$ cat config.mk
export PLATFORM = sky130hd
export DESIGN_NAME = atm_session_ctrl
export DESIGN_NICKNAME = d
export VERILOG_FILES = /design/src/rtl/atm_session_ctrl.sv
export SDC_FILE = /design/constraint.sdc
export NUM_CORES = 1
export LEC_CHECK = 0
export CORE_ASPECT_RATIO = 1.5
export CORE_MARGIN = 5
export CORE_UTILIZATION = 51
export DETAILED_ROUTE_END_ITERATION = 6
export GPL_ROUTABILITY_DRIVEN = 0
export PLACE_DENSITY_LB_ADDON = 0.05
export SLEW_MARGIN = 20
export SYNTH_ARGS = -nofsm -noshare
export SYNTH_HDL_FRONTEND = slang
export SYNTH_SLANG_ARGS = --single-unit
$ cat constraint.sdc
create_clock -name clk -period 5.2 [get_ports clk]
set_input_delay 0.52 -clock clk [delete_from_list [all_inputs] [get_ports clk]]
set_output_delay 0.52 -clock clk [all_outputs]
set_load 0.01 [all_outputs]
$ cat src/rtl/atm_session_ctrl.sv
// ATM session controller: owns one card session from insert to eject/retain.
// Latency: strobe to new state 1 cycle; op_vld to op_done/wr_en 2 cycles.
// Backpressure: none; strobes are ignored outside the state that consumes them.
// Optional build macro ATM_TXN_CNT_EN adds the txn_cnt session transaction counter.
module atm_session_ctrl #(
  parameter int BAL_W       = 20,
  parameter int TRY_MAX     = 3,
  parameter int TIMEOUT_CYC = 1000,
  parameter int WD_LIMIT    = 5000
) (
  input  logic             clk,
  input  logic             rst,
  input  logic             card_in,
  input  logic             lang_vld,
  input  logic             lang_sel,
  input  logic             pin_vld,
  input  logic             pin_ok,
  input  logic [BAL_W-1:0] acct_balance,
  input  logic             op_vld,
  input  logic [1:0]       op,
  input  logic [BAL_W-1:0] amount,
  input  logic             another_vld,
  input  logic             another,
  input  logic             cancel,
  output logic [3:0]       state,
  output logic             lang,
  output logic [BAL_W-1:0] balance,
  output logic             op_done,
  output logic             error,
  output logic [2:0]       err_code,
  output logic             wr_en,
  output logic [BAL_W-1:0] wr_balance,
  output logic             card_out,
  output logic             card_retain
`ifdef ATM_TXN_CNT_EN
  ,
  output logic [7:0]       txn_cnt
`endif
);

  localparam int TMR_W = $clog2(TIMEOUT_CYC);

  localparam logic [1:0] OP_WD  = 2'b00;
  localparam logic [1:0] OP_DEP = 2'b01;
  localparam logic [1:0] OP_INQ = 2'b10;

  localparam logic [2:0] E_NONE  = 3'd0;
  localparam logic [2:0] E_PIN   = 3'd1;
  localparam logic [2:0] E_FUNDS = 3'd2;
  localparam logic [2:0] E_LIMIT = 3'd3;
  localparam logic [2:0] E_OVF   = 3'd4;
  localparam logic [2:0] E_ZERO  = 3'd5;
  localparam logic [2:0] E_TMO   = 3'd6;
  localparam logic [2:0] E_RET   = 3'd7;

  typedef enum logic [3:0] {
    S_IDLE    = 4'd0,
    S_LANG    = 4'd1,
    S_PIN     = 4'd2,
    S_MENU    = 4'd3,
    S_WDRAW   = 4'd4,
    S_DEPOSIT = 4'd5,
    S_INQUIRY = 4'd6,
    S_ANOTHER = 4'd7,
    S_EJECT   = 4'd8
  } state_t;

  state_t             state_q, state_d;
  logic               lang_d;
  logic [BAL_W-1:0]   bal_d;
  logic [2:0]         tries_q, tries_d, tries_inc;
  logic [BAL_W-1:0]   wd_sum_q, wd_sum_d;
  logic [1:0]         op_q, op_d;
  logic [BAL_W-1:0]   amt_q, amt_d;
  logic [TMR_W-1:0]   tmr_q, tmr_d;
  logic               retain_q, retain_d;
  logic [2:0]         err_code_d;
  logic               op_done_d, error_d, wr_en_d, card_out_d, card_retain_d;
  logic [BAL_W-1:0]   wr_bal_d;
  logic [BAL_W:0]     sum_dep, sum_wd;
  logic               counted, timer_hit, retain_evt, strobe_acc;

  assign state = state_q;

  // Next-state, datapath updates and output pulses for the session FSM.
  always_comb begin
    state_d       = state_q;
    lang_d        = lang;
    bal_d         = balance;
    tries_d       = tries_q;
    wd_sum_d      = wd_sum_q;
    op_d          = op_q;
    amt_d         = amt_q;
    retain_d      = retain_q;
    err_code_d    = err_code;
    wr_bal_d      = wr_balance;
    op_done_d     = 1'b0;
    error_d       = 1'b0;
    wr_en_d       = 1'b0;
    card_out_d    = 1'b0;
    card_retain_d = 1'b0;
    strobe_acc    = 1'b0;

    // Carry-out bit of each sum flags overflow / limit excess.
    sum_dep    = {1'b0, balance} + {1'b0, amt_q};
    sum_wd     = {1'b0, wd_sum_q} + {1'b0, amt_q};
    tries_inc  = tries_q + 3'd1;
    counted    = (state_q == S_LANG) || (state_q == S_PIN) ||
                 (state_q == S_MENU) || (state_q == S_ANOTHER);
    timer_hit  = counted && (tmr_q == TMR_W'(TIMEOUT_CYC - 1));
    // Final wrong PIN: retention must survive a simultaneous cancel.
    retain_evt = (state_q == S_PIN) && pin_vld && !pin_ok &&
                 (tries_inc == 3'(TRY_MAX));

    if (state_q == S_IDLE) begin
      err_code_d = E_NONE;
      if (card_in) begin
        state_d    = S_LANG;
        strobe_acc = 1'b1;
      end
    end else if (state_q == S_EJECT) begin
      card_retain_d = retain_q;
      card_out_d    = !retain_q;
      bal_d         = '0;
      wd_sum_d      = '0;
      tries_d       = 3'd0;
      lang_d        = 1'b0;
      retain_d      = 1'b0;
      err_code_d    = E_NONE;
      state_d       = S_IDLE;
    end else if (cancel && !retain_evt) begin
      retain_d = 1'b0;
      state_d  = S_EJECT;
    end else if (timer_hit) begin
      error_d    = 1'b1;
      err_code_d = E_TMO;
      retain_d   = 1'b0;
      state_d    = S_EJECT;
    end else begin
      case (state_q)
        S_LANG: begin
          if (lang_vld) begin
            lang_d     = lang_sel;
            strobe_acc = 1'b1;
            state_d    = S_PIN;
          end
        end
        S_PIN: begin
          if (pin_vld) begin
            strobe_acc = 1'b1;
            if (pin_ok) begin
              bal_d   = acct_balance;
              tries_d = 3'd0;
              state_d = S_MENU;
            end else begin
              tries_d = tries_inc;
              error_d = 1'b1;
              if (retain_evt) begin
                err_code_d = E_RET;
                retain_d   = 1'b1;
                state_d    = S_EJECT;
              end else begin
                err_code_d = E_PIN;
              end
            end
          end
        end
        S_MENU: begin
          if (op_vld && (op != 2'b11)) begin
            op_d       = op;
            amt_d      = amount;
            strobe_acc = 1'b1;
            if (op == OP_WD)       state_d = S_WDRAW;
            else if (op == OP_DEP) state_d = S_DEPOSIT;
            else                   state_d = S_INQUIRY;
          end
        end
        S_WDRAW, S_DEPOSIT: begin
          // Default to the error exit; the success arms override it.
          state_d = S_MENU;
          if (amt_q == '0) begin
            error_d    = 1'b1;
            err_code_d = E_ZERO;
          end else if (op_q == OP_WD) begin
            if (amt_q > balance) begin
              error_d    = 1'b1;
              err_code_d = E_FUNDS;
            end else if (sum_wd > (BAL_W+1)'(WD_LIMIT)) begin
              error_d    = 1'b1;
              err_code_d = E_LIMIT;
            end else begin
              bal_d     = balance - amt_q;
              wd_sum_d  = sum_wd[BAL_W-1:0];
              wr_bal_d  = balance - amt_q;
              op_done_d = 1'b1;
              wr_en_d   = 1'b1;
              state_d   = S_ANOTHER;
            end
          end else begin
            if (sum_dep[BAL_W]) begin
              error_d    = 1'b1;
              err_code_d = E_OVF;
            end else begin
              bal_d     = sum_dep[BAL_W-1:0];
              wr_bal_d  = sum_dep[BAL_W-1:0];
              op_done_d = 1'b1;
              wr_en_d   = 1'b1;
              state_d   = S_ANOTHER;
            end
          end
        end
        S_INQUIRY: begin
          op_done_d = (op_q == OP_INQ);
          state_d   = S_ANOTHER;
        end
        S_ANOTHER: begin
          if (another_vld) begin
            strobe_acc = 1'b1;
            state_d    = another ? S_MENU : S_EJECT;
          end
        end
        default: state_d = S_IDLE;
      endcase
    end

    // Inactivity timer restarts on any progress, runs only while waiting on the user.
    if ((state_d != state_q) || strobe_acc) tmr_d = '0;
    else if (counted)                       tmr_d = tmr_q + TMR_W'(1);
    else                                    tmr_d = '0;
  end

  // State, datapath and output registers with synchronous reset.
  always_ff @(posedge clk) begin
    if (rst) begin
      state_q     <= S_IDLE;
      lang        <= 1'b0;
      balance     <= '0;
      tries_q     <= 3'd0;
      wd_sum_q    <= '0;
      op_q        <= 2'b00;
      amt_q       <= '0;
      tmr_q       <= '0;
      retain_q    <= 1'b0;
      err_code    <= E_NONE;
      op_done     <= 1'b0;
      error       <= 1'b0;
      wr_en       <= 1'b0;
      wr_balance  <= '0;
      card_out    <= 1'b0;
      card_retain <= 1'b0;
    end else begin
      state_q     <= state_d;
      lang        <= lang_d;
      balance     <= bal_d;
      tries_q     <= tries_d;
      wd_sum_q    <= wd_sum_d;
      op_q        <= op_d;
      amt_q       <= amt_d;
      tmr_q       <= tmr_d;
      retain_q    <= retain_d;
      err_code    <= err_code_d;
      op_done     <= op_done_d;
      error       <= error_d;
      wr_en       <= wr_en_d;
      wr_balance  <= wr_bal_d;
      card_out    <= card_out_d;
      card_retain <= card_retain_d;
    end
  end

`ifdef ATM_TXN_CNT_EN
  // Successful operations in this session, saturating, dropped at eject.
  always_ff @(posedge clk) begin
    if (rst)                              txn_cnt <= 8'd0;
    else if (state_q == S_EJECT)          txn_cnt <= 8'd0;
    else if (op_done_d && txn_cnt != 8'hFF) txn_cnt <= txn_cnt + 8'd1;
  end
`endif

endmodule

==> implementation parameters <==
Parameter                              Value

Route
  Via count of the routed design ... 7742
  Residual antenna-violating net count after detailed routing ... 0
  Number of detailed-routing iterations run before antenna repair ... 7
  DR iter-0 viols ... 587
  Sum of routed wire length over all layers ... 23500 um
  Routed wirelength normalized by instance count ... roughly 18 um
  Vias per inst ... between 6 and 7
  Number of remaining DRC errors ... 14

STA
  RSZ-0062 raised after global routing ... false
  Maximum operating frequency ... 216 MHz
  Final worst-path setup slack ... ~0.58 ns
  Clock Skews ... 0.0131 ns
  Worst-Margin Slew ... 0.943 ns
  Final hold violation count ... 0
  Pins Over Slew Limit ... 0
  Tightest slew margin relative to the limit ... 37.1%
  Final cycle utilization of the critical path ... 88.9%
  Final min period ... between 4 and 5 ns
  Setup TNS ... 0 ns
  Setup-failing EPs final ... 0

Clock tree
  # resized after CTS ... 0
  Post-CTS setup-driven buffer insertion count ... 0
  Bufs on Longest Clock Path ... 2
  # H-tree levels ... 3
  Number of hold buffers added after cts ... 0
  Clk sinks ... 109
  Clock latency of the later-clocked register in the worst-skew pair ... 0.36 ns
  CTS tree ... yes
  Number of buffers added by the clock tree synthesis step ... 9
  Cell at the root of the clock tree ... clkbuf_16
  Clock input transition at the sequential cells of the worst setup and hold paths ... about 0.080 ns

Setup path
  Reg2reg setup slack ... 0.58 ns
  Critical path data required time ... about 5.4 ns
  Launch point of the worst path ... amt_q[0]
  Arrival time of the worst setup path ... slightly below 5 ns
  Slowest CP cell ... or4_1
  Critical Path Start Type ... flop
  Critical path capture point type ... flop
  Crit-path cells ... ha_1 -> fa_1 -> a211o_1 -> nand2_1 -> o311ai_0 -> a2111oi_0 -> nor4_1 -> o31a_1 -> or4_1 -> a21oi_4 -> buf_4 -> mux2i_1 -> nor2_1
  Reg2Reg Depth ... 13
  Worst flop-to-flop path startpoint ... amt_q[0]
  Biggest fanout along the worst timing path ... 29
  Critical path's largest stage delay ... 0.82 ns
  Destination of the worst register-to-register timing path ... wr_balance[16]
  Timing endpoint of the critical path ... wr_balance[16]
  Category of the most critical setup path ... flop to flop

Finish
  Commonest non-fill, non-tap cells in the layout ... nand2_1, dfxtp_1, clkdlybuf4s50_1
  Post-layout net count ... roughly 1200
  Antenna diode count ... 0
  Commonest non-fill, non-tap cell in the layout ... nand2_1
  Filler cell count in the final layout ... 1395
  Proportion of layout cells with a drive suffix above 1 ... 5.53%
  Post-route cell area ... 9230 um^2
  Area added between synthesis and finish ... 18.2%

Worst hold path
  Start point of the worst hold path ... tmr_q[0]
  Worst hold path type ... flop to flop

Synth
  Number of distinct library cell variants in the gate-level netlist after synthesis ... 76
  Proportion of synthesized chip area in sequential cells ... 28.0%
  Async set-reset flop share out of synthesis ... 0%
  Count of warnings emitted by yosys ... 0
  Post-Synthesis Net Count ... 1127
  Synthesized instance count ... 1008
  Post-synthesis sequential element count ... 109
  Dominant register cell in the synthesized netlist ... dfxtp_1
  Number of flops mapped to enable cells by yosys ... 0
  Average footprint of a synthesized cell ... 7.74 um^2
  Post-synth design cell area ... 7800 um^2

Place
  Post-DP Area ... 8930 um^2
  Placed wire-length estimate ... between 15000 and 20000 um
  Post-Place Worst Slack ... 0.564 ns
  IO buf count ... 105

Floorplanning
  Count of pins on the block boundary ... 106
  Chip Height ... 161 um
  Initial Utilization ... 51.8%
  Die Outline Area ... 17900 um^2
  Die width ... about 110 um
  Placeable core region ... roughly 15000 um^2
  Standard-cell rows ... 55

Power and ir drop
  VDD IR-drop max ... 0.131 mV
  LEAKAGE ... roughly 3.6 nW
  Power density over the cells ... ~190 nW/um^2

Global route
  Sum of overflow across all layers after global routing ... 0
  Tot GR Track Use ... 25.2%
  Via count of the first global-routing pass ... 7280
  Wire length of the first global-routing pass ... around 37000 um
  Pin count of the biggest net entering global routing ... 66
  Antenna violations before repair ... 0

Run status
  Violations in the final reports ... DRC
  Outcome ... finished, violations left

Job
  Max capacitance violation total ... 0
## synthesized netlist by cell type (4+ instances only)
library cell,number,area share [%]
nand2_1,115,5.5
dfxtp_1,109,28
a21oi_1,101,6.5
nor2_1,93,4.5
ha_1,63,10
inv_1,50,2.4
o21ai_0,50,3.2
clkbuf_1,42,2.0
o211ai_1,32,3.1
a211oi_1,22,2.1
xnor2_1,22,2.5
nand3_1,21,1.3
nor3_1,21,1.3
mux2i_1,20,2.6
xor2_1,16,1.8
and2_1,15,1.2
nor4_1,15,1.2
o31ai_1,14,1.3
nand4_1,12,0.96
nor2b_1,12,0.96
and3_1,10,0.80
a21o_1,9,0.87
a2111oi_0,8,0.90
nand2b_1,8,0.64
o21a_1,8,0.77
a31o_2,7,0.79
a31oi_1,7,0.56
mux2_2,7,1.0
or3_1,7,0.56
buf_2,6,0.38
o21bai_1,5,0.48
or4_1,5,0.48
a211o_1,4,0.45
nand3b_1,4,0.38
nor3b_1,4,0.38
o22ai_1,4,0.32
or2_2,4,0.32
## cell type report
type                            count  area, um^2  share of cell area [%]
Clock buffer                        9         225                    2.44
Tap cell                          199         249                    2.70
Inverter                           50         188                    2.03
Multi-Input combinational cell    794        5190                    56.2
Sequential cell                   109        2180                    23.7
Clock inverter                      7        66.3                   0.719
Timing Repair Buffer              116        1130                    12.2
## power by group
| group | leakage (nW) | total [mW] | internal [mW] | switching (mW) |
|---|---|---|---|---|
| combinational | 2.62 | 0.210 | 0.0951 | 0.114 |
| clock | 0.138 | 0.693 | 0.338 | 0.355 |
| sequential | 0.878 | 0.845 | 0.838 | 0.00712 |
## layer usage
metal / GRT usage, % / wire length [um] / vias up
li1: - / - / 3795
met1: 29.9 / 9660 / 3646
met2: 46.5 / 11900 / 257
met3: 3.30 / 1250 / 44
met4: 8.35 / 611 / 0
met5: 0 / 0 / -
## flip-flops by register name, indices dropped and copies added, names as in the netlist, 2 cells and up
name / flops
wr_balance: 20
tries_q: 3
op_q: 2
amt_q: 20
wd_sum_q: 20
tmr_q: 10
state: 4
balance: 20
err_code: 3
## metrics by stage
step                      hold WS [ns]  power (mW)  instances  utilization, %
after floorplan                  0.418       0.986       1008               -
after global placement           0.443        1.07       1268            59.3
after detailed placement         0.457        1.07       1268            59.3
after CTS                        0.476        1.75       1284            61.2
after global routing             0.501        1.81       1284            61.2
final                            0.473        1.75       1284            61.2
## cell families (layout without fill, tap and decap cells)
| family | Yosys count | after routing | share of synthesized area (%) |
|---|---|---|---|
| and+or+nand+nor | 357 | 357 | 22.0 |
| adders and majority gates | 66 | 66 | 10.9 |
| buffers and inverters | 105 | 182 | 5.56 |
| AOI/OAI and AO/OA | 306 | 306 | 25.8 |
| muxes | 27 | 27 | 3.58 |
| xor gates and xnor gates | 38 | 38 | 4.27 |
| DFF | 109 | 109 | 28.0 |
## critical path, delay by kind of cell, from the launching register on
kind	cells	cell delay [ns]
simple gates	4	1.12
fa+ha+maj	2	0.70
buf+inv	1	0.39
flops	1	0.36
mux	1	0.24
compound gates	5	1.66
## how the worst min path moves through the flow
stage                    to  cells past startpoint  slack [ns]
2_1_floorplan      card_out                      1        0.42
3_3_place_gp       tmr_q[0]                      1        0.44
3_5_place_dp       tmr_q[0]                      1        0.46
4_1_cts            tmr_q[0]                      1        0.48
5_1_grt        wd_sum_q[14]                      1        0.50
6_report           tmr_q[0]                      1        0.47
(Power assumes the default switching activity.)
